File: src/rtl/servo_pwm_multi.sv
// Multi-channel RC servo PWM generator with an Avalon-MM register file.
// Per-channel pulse width is slew-limited and latched only at frame boundaries.
module servo_pwm_multi #(
    parameter int NUM_CH    = 2,
    parameter int TICK_DIV  = 50,
    parameter int PERIOD_US = 20000,
    parameter int MIN_US    = 1000,
    parameter int MAX_US    = 2000
) (
    input  logic                 clk,
    input  logic                 reset_n,
    input  logic [3:0]           address,
    input  logic                 write,
    input  logic                 read,
    input  logic [31:0]          writedata,
    output logic [31:0]          readdata,
    output logic [NUM_CH-1:0]    servo_out,
    output logic [16*NUM_CH-1:0] pos_out,
    output logic                 frame_start
);

    localparam logic [9:0]  TICK_LAST  = 10'(TICK_DIV - 1);
    localparam logic [15:0] FRAME_LAST = 16'(PERIOD_US - 1);
    localparam logic [15:0] W_MIN      = 16'(MIN_US);
    localparam logic [15:0] W_MAX      = 16'(MAX_US);
    localparam logic [15:0] W_MID      = 16'((MIN_US + MAX_US) / 2);

    logic [9:0]        presc_q, presc_d;
    logic [15:0]       frm_q, frm_d;
    logic [15:0]       tgt_q [NUM_CH];
    logic [15:0]       tgt_d [NUM_CH];
    logic [15:0]       cur_q [NUM_CH];
    logic [15:0]       cur_d [NUM_CH];
    logic [NUM_CH-1:0] ctrl_q, ctrl_d;
    logic [NUM_CH-1:0] shadow_q, shadow_d;
    logic [NUM_CH-1:0] servo_q, servo_d;
    logic [15:0]       slew_q, slew_d;
    logic              fs_q, fs_d;
    logic [31:0]       rdata_q, rdata_d;
    logic              tick, boundary;
    logic              unused_wdata;

    assign unused_wdata = ^writedata[31:16];

    assign tick     = (presc_q == TICK_LAST);
    assign boundary = tick && (frm_q == FRAME_LAST);

    function automatic logic [15:0] clamp_w(input logic [15:0] v);
        logic [15:0] r;
        r = v;
        if (v < W_MIN) r = W_MIN;
        if (v > W_MAX) r = W_MAX;
        return r;
    endfunction

    // Move cur toward tgt by at most slew; slew of zero means jump straight there.
    function automatic logic [15:0] slew_step(input logic [15:0] cur,
                                              input logic [15:0] tgt,
                                              input logic [15:0] slew);
        logic [15:0] diff;
        logic [15:0] r;
        if (tgt >= cur) begin
            diff = tgt - cur;
            r    = (slew == 16'd0 || diff <= slew) ? tgt : cur + slew;
        end else begin
            diff = cur - tgt;
            r    = (slew == 16'd0 || diff <= slew) ? tgt : cur - slew;
        end
        return r;
    endfunction

    always_comb begin
        presc_d  = tick ? 10'd0 : presc_q + 10'd1;
        frm_d    = frm_q;
        tgt_d    = tgt_q;
        cur_d    = cur_q;
        ctrl_d   = ctrl_q;
        shadow_d = shadow_q;
        slew_d   = slew_q;
        fs_d     = boundary;
        servo_d  = '0;
        rdata_d  = rdata_q;

        if (tick) begin
            frm_d = boundary ? 16'd0 : frm_q + 16'd1;
        end

        // Boundary update reads only _q values, so a same-cycle write lands next frame.
        if (boundary) begin
            shadow_d = ctrl_q;
            for (int i = 0; i < NUM_CH; i++) begin
                cur_d[i] = slew_step(cur_q[i], tgt_q[i], slew_q);
            end
        end

        if (write) begin
            for (int i = 0; i < NUM_CH; i++) begin
                if (address == 4'(i)) tgt_d[i] = clamp_w(writedata[15:0]);
            end
            if (address == 4'h8) ctrl_d = writedata[NUM_CH-1:0];
            if (address == 4'h9) slew_d = writedata[15:0];
        end

        if (read) begin
            rdata_d = '0;
            for (int i = 0; i < NUM_CH; i++) begin
                if (address == 4'(i)) rdata_d = {16'd0, tgt_q[i]};
            end
            case (address)
                4'h8:    rdata_d = {{(32-NUM_CH){1'b0}}, ctrl_q};
                4'h9:    rdata_d = {16'd0, slew_q};
                4'hA:    rdata_d = {16'd0, frm_q};
                default: ;
            endcase
        end

        // Outputs registered from next-state so the edge aligns with frame_start.
        for (int i = 0; i < NUM_CH; i++) begin
            servo_d[i] = shadow_d[i] && (frm_d < cur_d[i]);
        end
    end

    always_ff @(posedge clk) begin
        if (!reset_n) begin
            presc_q  <= '0;
            frm_q    <= '0;
            for (int i = 0; i < NUM_CH; i++) begin
                tgt_q[i] <= W_MID;
                cur_q[i] <= W_MID;
            end
            ctrl_q   <= '0;
            shadow_q <= '0;
            slew_q   <= '0;
            servo_q  <= '0;
            fs_q     <= 1'b0;
            rdata_q  <= '0;
        end else begin
            presc_q  <= presc_d;
            frm_q    <= frm_d;
            tgt_q    <= tgt_d;
            cur_q    <= cur_d;
            ctrl_q   <= ctrl_d;
            shadow_q <= shadow_d;
            slew_q   <= slew_d;
            servo_q  <= servo_d;
            fs_q     <= fs_d;
            rdata_q  <= rdata_d;
        end
    end

    for (genvar g = 0; g < NUM_CH; g++) begin : g_pos
        assign pos_out[16*g +: 16] = cur_q[g];
    end

    assign servo_out   = servo_q;
    assign frame_start = fs_q;
    assign readdata    = rdata_q;

endmodule

File: config.mk
export PLATFORM = sky130hd
export DESIGN_NAME = servo_pwm_multi
export DESIGN_NICKNAME = d
export VERILOG_FILES = /design/src/rtl/servo_pwm_multi.sv
export SDC_FILE = /design/constraint.sdc
export NUM_CORES = 1
export LEC_CHECK = 0
export CAP_MARGIN = 40
export CORE_MARGIN = 4
export CORE_UTILIZATION = 55
export CTS_CLUSTER_DIAMETER = 120
export DETAILED_ROUTE_END_ITERATION = 6
export PLACE_DENSITY = 0.82
export SYNTH_ARGS = -nofsm -noshare
export SYNTH_HDL_FRONTEND = slang
export SYNTH_SLANG_ARGS = --single-unit
File: constraint.sdc
create_clock -name clk -period 12.6 [get_ports clk]
set_input_delay 2.52 -clock clk [delete_from_list [all_inputs] [get_ports clk]]
set_output_delay 2.52 -clock clk [all_outputs]
set_load 0.02 [all_outputs]
==> results of run 1 <==
[cells by family after synthesis]
| logic type | count (synthesis) |
|---|---|
| simple gates | 596 |
| buf+inv | 240 |
| other cells | 1 |
| fa+ha+maj | 225 |
| mux | 9 |
| compound gates | 564 |
| flops | 129 |
| xor+xnor | 91 |
[worst max-delay path: cells and delay by family, from the launching register on]
kind	cells	cell delay [ns]
AO/OA/AOI/OAI	17	3.67
AND/OR/NAND/NOR	8	1.75
adder cells (fa/ha/maj)	4	1.31
flip-flops	1	0.49
XOR/XNOR	1	0.16
buffers and inverters	1	0.15
multiplexers	1	0.15
[stage by stage]
step | cells | power (mW) | setup slack (ns)
after floorplan | 1870 | 0.622 | 6.43
after global placement | 2176 | 0.686 | 5.19
after global routing | 2208 | 1.23 | 4.32
after CTS | 2208 | 1.18 | 4.97
final | 2208 | 1.19 | 4.81
after detailed placement | 2177 | 0.693 | 5.11
[layer usage]
metal	track usage	vias up
met1	0.442	6583
met3	0.0736	152
met4	0.167	0
met5	0	-
li1	-	6694
met2	0.508	895
[power by group through the flow]
stage,logic [mW],clock network (mW),registers (mW)
after CTS,0.265,0.498,0.421
after global placement,0.257,0,0.429
after detailed placement,0.264,0,0.429
after floorplan,0.192,0,0.429
final,0.271,0.497,0.421
after global routing,0.298,0.514,0.421
[cells in the mapped netlist (all sizes together) (25+ instances only)]
cell / instances / share of area
a21o: 35 / 0.019
a21oi: 162 / 0.058
a22oi: 40 / 0.022
a31oi: 26 / 0.015
buf: 40 / 0.018
clkbuf: 62 / 0.017
dfxtp: 129 / 0.19
ha: 217 / 0.19
inv: 138 / 0.037
nand2: 176 / 0.048
nand3: 51 / 0.019
nand4: 34 / 0.015
nor2: 158 / 0.043
nor2b: 27 / 0.012
nor3: 43 / 0.016
o211ai: 30 / 0.016
o21ai: 103 / 0.038
xnor2: 66 / 0.041
xor2: 25 / 0.016
[sequential cells by signal, indices dropped and copies added, names as in the netlist]
name / flops
pos_out: 32
frame_start: 1
tgt_q: 32
frm_q: 16
presc_q: 10
readdata: 16
ctrl_q: 2
servo_out: 2
slew_q: 16
shadow_q: 2
[area by class of cell]
class,instances,area [sq um],share of cell area
Timing Repair Buffer,85,818,0.0534
Inverter,138,518,0.0338
Clock inverter,13,153,0.00996
Sequential cell,129,2580,0.169
Clock buffer,18,429,0.0280
Multi-Input combinational cell,1501,10400,0.680
Tap cell,324,405,0.0265
[final timing paths]
| check | startpoint | end | slack (ns) | depth (start not counted) |
|---|---|---|---|---|
| max | pos_out[0] | servo_out[0] | 4.81 | 32 |
| min | slew_q[11] | slew_q[11] | 0.46 | 2 |
| max reg2reg | pos_out[0] | servo_out[0] | 4.81 | 32 |
| min reg2reg | slew_q[11] | slew_q[11] | 0.46 | 2 |
==> impl_metrics.toml, run 1 <==
[critical_path]
crit_required_ns = 12.91
worstSetupPathType = "flop to flop"
worst_path_most_repeated_cell = "a21o_1"
worstPathMaxFanout = 9
start_kind = "flop"
max_stage_delay_ns = 0.49
crit_arrival_ns = 8.10
cp_slowest_cell = "dfxtp_1"
crit_path_end_kind = "flop"

[grt]
grt_pass1_vias = 13400
grt_pass1_wl_um = 73900
grt_antenna_before_repair = 0
grt_max_degree = 69
grt_overflow = 0
grt_usage = 0.332

[power_and_ir_drop]
vdd_drop_max_uv = 107
swShare = 0.318
p_leak_nw = 6.61
p_sw_mw = 0.378
power.density_mw_per_mm2 = 77.6
p_int_mw = 0.812
pwr-share-clk = 0.418
pwr-share-seq = 0.354
p_comb_frac = 0.228

[routing]
met1_length_um = 19600
drc = 0
first_pass_iters = 6
routed_wl_um = 48600
topRoutingLayerUsed = "met4"
routed-wl-met3_um = 5760
drtAntennaViolNets = 0
vias = 14300
wl_met2_um = 20300
viasPerCell = 6.49
routedWlPerCell_um = 22.0
drt_iter0_markers = 1634

[sta]
worst_slew_pin_slew_ns = 0.956
fmax_mhz = 128
holdWs_ns = 0.461
rsz0062_at_grt = "false"
relSlewSlack = 0.361
final_hold_viol_count = 0
period_needed_ns = 7.79
clock_skew_ns = 0.00978
tns_ns = 0
final_max_slew_viol_count = 0
finalCritPeriodShare = 0.618
setup_viol = 0

[final_layout]
final_cell_mix = "217 x ha_1, 174 x nand2_1, 162 x a21oi_1"
drive_gt1_frac = 0.0435
final_common_cell = "ha_1"
fillers = 2177
fin_nets = 2137
syn_to_final_growth_pct = 9.94
diodes = 0
final_util = 0.623
design_area_sq_mm = 0.0153

[clock_tree]
cts_setup_buffers = 0
clk-insertion-delay-late_ns = 0.42
cts_tree = "yes"
clockBufferDepth = 2
cts.sink_count = 129
cts_resized = 0
cts.htree.levels = 4
root_buffer = "clkbuf_16"
holdBufCountCts = 0
cts_buffers = 17
path_clk_slew_ns = 0.06

[yosys]
syn_area_sq_mm = 0.0139
synthXorXnorAreaFrac = 0.0572
synth.avg_cell_area_sq_um = 7.51
synth_warnings = 0
synth_compound_area_frac = 0.267
ys_seq_area_frac = 0.185
synthAdderAreaFrac = 0.206
synth_top_family_by_area = "compound AO/OA/AOI/OAI gates"
synthMuxAreaShare = 0.00664
async_flop_share = 0
ys.flop_type = "dfxtp_1"
synth_cell_types = 90
synth-seq-cells = 129
synth_edf_count = 0
synth-simple-area-share = 0.205
syn_inst = 1855

[die]
rows = 57
die_area_sq_mm = 0.0279
die-height_um = 167
num_io_pins = 107
initial_core_util = 0.566
die-width_um = 167
core-area_sq_mm = 0.0246

[placement]
hpwl_um = 37100
io_buffers = 74
gp_congestion = 1.01
placed_cell_area_sq_mm = 0.0147

[job]
cap_violations = 0

[hold_path]
hold_class = "flop to flop"

[outcome]
status = "finished clean"
No activity file was read; power rests on OpenSTA's default activity.
==> run 2, diff against run 1 <==
==> constraint.sdc (replaced) <==
create_clock -name clk -period 8.1 [get_ports clk]
set_input_delay 1.62 -clock clk [delete_from_list [all_inputs] [get_ports clk]]
set_output_delay 1.62 -clock clk [all_outputs]
set_load 0.02 [all_outputs]
==> impl_metrics.toml, run 2 (synthesis results as in run 1) <==
[placement]
hpwl_um = 37000
io_buffers = 74
placed_cell_area_sq_mm = 0.0148
gp_congestion = 0.995

[hold_path]
holdCritStartpoint = "readdata[0]"
hold_class = "flop to flop"
hold_depth = 2

[final_layout]
drive_gt1_frac = 0.0476
fillers = 2189
diodes = 0
fin_nets = 2143
final_cell_mix = "217 x ha_1, 174 x nand2_1, 162 x a21oi_1"
final_common_cell = "ha_1"
design_area_sq_mm = 0.0154
syn_to_final_growth_pct = 10.4

[grt]
grt_pass1_vias = 13500
grt_max_degree = 49
grt_antenna_before_repair = 0
grt_overflow = 0
grt_usage = 0.331
grt_pass1_wl_um = 74000

[routing]
vias = 14300
routed_wl_um = 48100
viasPerCell = 6.46
routedWlPerCell_um = 21.7
drt_iter0_markers = 1503
drc = 0
first_pass_iters = 6
drtAntennaViolNets = 0

[critical_path]
reg2reg_from = "pos_out[0]"
worstSetupPathType = "flop to flop"
cp-startpoint = "pos_out[0]"
cp_slowest_cell = "and3_1"
worstPathMaxFanout = 9
crit_arrival_ns = 7.78
r2r-end = "servo_out[0]"
crit_path_end_kind = "flop"
crit_required_ns = 8.45
reg2reg_slack_ns = 0.66
rr_worst_depth = 32
crit_family = "compound AO/OA/AOI/OAI gates"
critPathCapture = "servo_out[0]"
critPathBufInv = 1
path_depth = 32
start_kind = "flop"
worst_path_most_repeated_cell = "a21o_1"
max_stage_delay_ns = 0.57

[sta]
final_hold_viol_count = 0
rsz0062_at_grt = "false"
relSlewSlack = 0.370
period_needed_ns = 7.44
worst_slew_pin_slew_ns = 0.942
setup_viol = 0
clock_skew_ns = 0.00940
finalCritPeriodShare = 0.918
final_max_slew_viol_count = 0
tns_ns = 0
fmax_mhz = 134
holdWs_ns = 0.476

[clock_tree]
path_clk_slew_ns = 0.06
clk-insertion-delay-late_ns = 0.43
cts_buffers = 17
cts_tree = "yes"
clockBufferDepth = 2
cts_resized = 0
cts.sink_count = 129
holdBufCountCts = 0
cts.htree.levels = 4
root_buffer = "clkbuf_16"
cts_setup_buffers = 0

[power_and_ir_drop]
p_leak_nw = 6.65
vdd_drop_max_uv = 171
power.density_mw_per_mm2 = 121
power_mw = 1.86

[die]
die_area_sq_mm = 0.0279
rows = 57
core-area_sq_mm = 0.0246
die-height_um = 167
die-width_um = 167
initial_core_util = 0.566
num_io_pins = 107

[outcome]
status = "finished clean"

[job]
cap_violations = 0
run 2: cell types whose count changed in the layout (fill, tap and decap cells not counted):
cell	before	now
buf_4	11	17
inv_6	4	7
clkinv_2	1	2
inv_8	1	2
clkbuf_1	1	0
clkinv_4	3	0
run 2: layer usage:
layer,up-vias,GRT usage,routed length [um]
met4,0,0.159,2740
met3,145,0.0636,5390
li1,6718,-,-
met1,6627,0.451,19800
met2,813,0.505,20100
met5,-,0,0
run 2: worst min path at each step:
stage / endpoint / slack [ns]
after detailed placement: readdata[1] / 0.46
after CTS: readdata[1] / 0.48
after floorplan: shadow_q[0] / 0.44
after global placement: shadow_q[0] / 0.45
final: readdata[0] / 0.48
after global routing: shadow_q[1] / 0.50
run 2: final cells by class:
type / count / area [sq um] / area share
timing repair buffer: 91 / 863 / 0.0561
tap: 324 / 405 / 0.0264
multi-input combinational: 1501 / 10400 / 0.677
clock inverter: 15 / 169 / 0.0110
inverter: 138 / 518 / 0.0337
sequential: 129 / 2580 / 0.168
clock buffer: 17 / 425 / 0.0277
run 2: through the flow:
stage	std cells	worst slack [ns]	utilization
after floorplan	1870	1.93	-
after global placement	2182	1.02	0.601
after detailed placement	2183	0.842	0.601
after CTS	2215	0.823	0.625
after global routing	2215	0.308	0.625
final	2215	0.663	0.625
run 2: power breakdown:
group          switching, mW  internal, mW  leakage, nW  total (mW)
Sequential            0.0113         0.643         1.04       0.654
Clock                  0.329         0.463        0.290       0.792
Combinational          0.254         0.164         5.31       0.419
Total                  0.595          1.27         6.65        1.86
run 2: worst min-delay path, stage by stage (launching register included):
cell	delay (ns)
dfxtp_1	0.31
nand2b_1	0.06
a21oi_1	0.06
==> run 3, diff against run 2 <==
--- a/config.mk
+++ b/config.mk
@@ -6,6 +6,7 @@
 export NUM_CORES = 1
 export LEC_CHECK = 0
 export CAP_MARGIN = 40
+export CORE_ASPECT_RATIO = 2
 export CORE_MARGIN = 4
 export CORE_UTILIZATION = 55
 export CTS_CLUSTER_DIAMETER = 120
==> impl_metrics.toml, run 3 (synthesis results as in run 1) <==
[final_layout]
final_util = 0.620
syn_to_final_growth_pct = 11.4
design_area_sq_mm = 0.0155
multi_input_area_sq_mm = 0.0104
drive_gt1_frac = 0.0536
fillers = 2300
layout.cells.non_filler = 2241
final_cell_mix = "217 x ha_1, 174 x nand2_1, 162 x a21oi_1"
final_common_cell = "ha_1"
regArea_sq_mm = 0.00258
fin_nets = 2156

[placement]
pre_cts_slack_ns = 0.732
placed_cell_area_sq_mm = 0.0149
dp.cells = 2208
hpwl_um = 41100
gp_congestion = 1.03
io_buffers = 74

[sta]
holdWs_ns = 0.479
finalCritPeriodShare = 0.924
worst_slew_pin_slew_ns = 0.895
setup_viol = 0
fmax_mhz = 134
final_max_slew_viol_count = 0
period_needed_ns = 7.49
clock_skew_ns = 0.0106
final_hold_viol_count = 0
relSlewSlack = 0.402
tns_ns = 0
rsz0062_at_grt = "false"
fin_ws_ns = 0.615

[clock_tree]
root_buffer = "clkbuf_16"
cts_resized = 0
cts_buffers = 17
holdBufCountCts = 0
clk-insertion-delay-late_ns = 0.44
cts.sink_count = 129
cts_tree = "yes"
cts_setup_buffers = 0
clockBufferDepth = 2
cts.htree.levels = 4
path_clk_slew_ns = 0.06

[power_and_ir_drop]
power_mw = 1.92
vdd_drop_max_uv = 200
power.density_mw_per_mm2 = 124
p_leak_nw = 6.73

[die]
num_io_pins = 107
initial_core_util = 0.557
die-width_um = 121
core-area_sq_mm = 0.0250
rows = 82
die_area_sq_mm = 0.0281
die-height_um = 233

[critical_path]
max_stage_delay_ns = 0.50
worst_path_most_repeated_cell = "a21o_1"
path_depth = 31
crit_family = "compound AO/OA/AOI/OAI gates"
worstPathMaxFanout = 9
crit_path_end_kind = "flop"
worstSetupPathType = "flop to flop"
critPathBufInv = 1
cp_slowest_cell = "fa_1"
crit_arrival_ns = 7.83
crit_required_ns = 8.45
rr_worst_depth = 31
start_kind = "flop"

[routing]
drtAntennaViolNets = 0
routed_wl_um = 52100
vias = 14600
first_pass_iters = 6
drc = 0
routedWlPerCell_um = 23.3
viasPerCell = 6.52
drt_iter0_markers = 1080

[grt]
grt_overflow = 0
grt_pass1_wl_um = 78500
grt_usage = 0.365
grt_pass1_vias = 14300
grt_antenna_before_repair = 1
grt_max_degree = 69

[hold_path]
hold_depth = 2
hold_class = "flop to flop"

[outcome]
status = "finished clean"

[job]
cap_violations = 0
==> run 3: cell count changes in the layout (fill, tap and decap cells not counted), moves of 2 or more <==
cell       previous run  this run
inv_8                 2         0
inv_6                 7         2
bufinv_16             2         4
buf_4                17        29
==> run 3: worst paths after layout <==
kind	end	start	slack, ns
worst max-delay path	servo_out[0]	pos_out[1]	0.61
worst min-delay path	shadow_q[1]	shadow_q[1]	0.48
worst max register to register	servo_out[0]	pos_out[1]	0.61
worst min register to register	shadow_q[1]	shadow_q[1]	0.48
==> run 3: routing by layer <==
metal	GRT usage	up-vias	part of all wire
met5	0	-	0
li1	-	6722	-
met1	0.380	6860	0.35
met2	0.617	747	0.47
met3	0.0615	281	0.069
met4	0.334	0	0.11
==> run 3: final cells by class <==
class,count,area share
Antenna cell,1,0.000161
Inverter,138,0.0334
Multi-Input combinational cell,1501,0.671
Sequential cell,129,0.166
Clock buffer,19,0.0285
Timing Repair Buffer,104,0.0621
Clock inverter,13,0.0118
Tap cell,336,0.0271
==> run 3: worst min-delay path, delay by kind of cell (launching register included) <==
| kind | cells | cell delay [ns] |
|---|---|---|
| compound gates | 1 | 0.07 |
| flops | 1 | 0.30 |
| simple gates | 1 | 0.05 |
==> run 3: report_power, final <==
part / leakage [nW] / internal (mW) / total [mW] / switching (mW)
combinational: 5.38 / 0.166 / 0.436 / 0.270
sequential: 1.04 / 0.643 / 0.654 / 0.0110
clock: 0.300 / 0.523 / 0.829 / 0.305
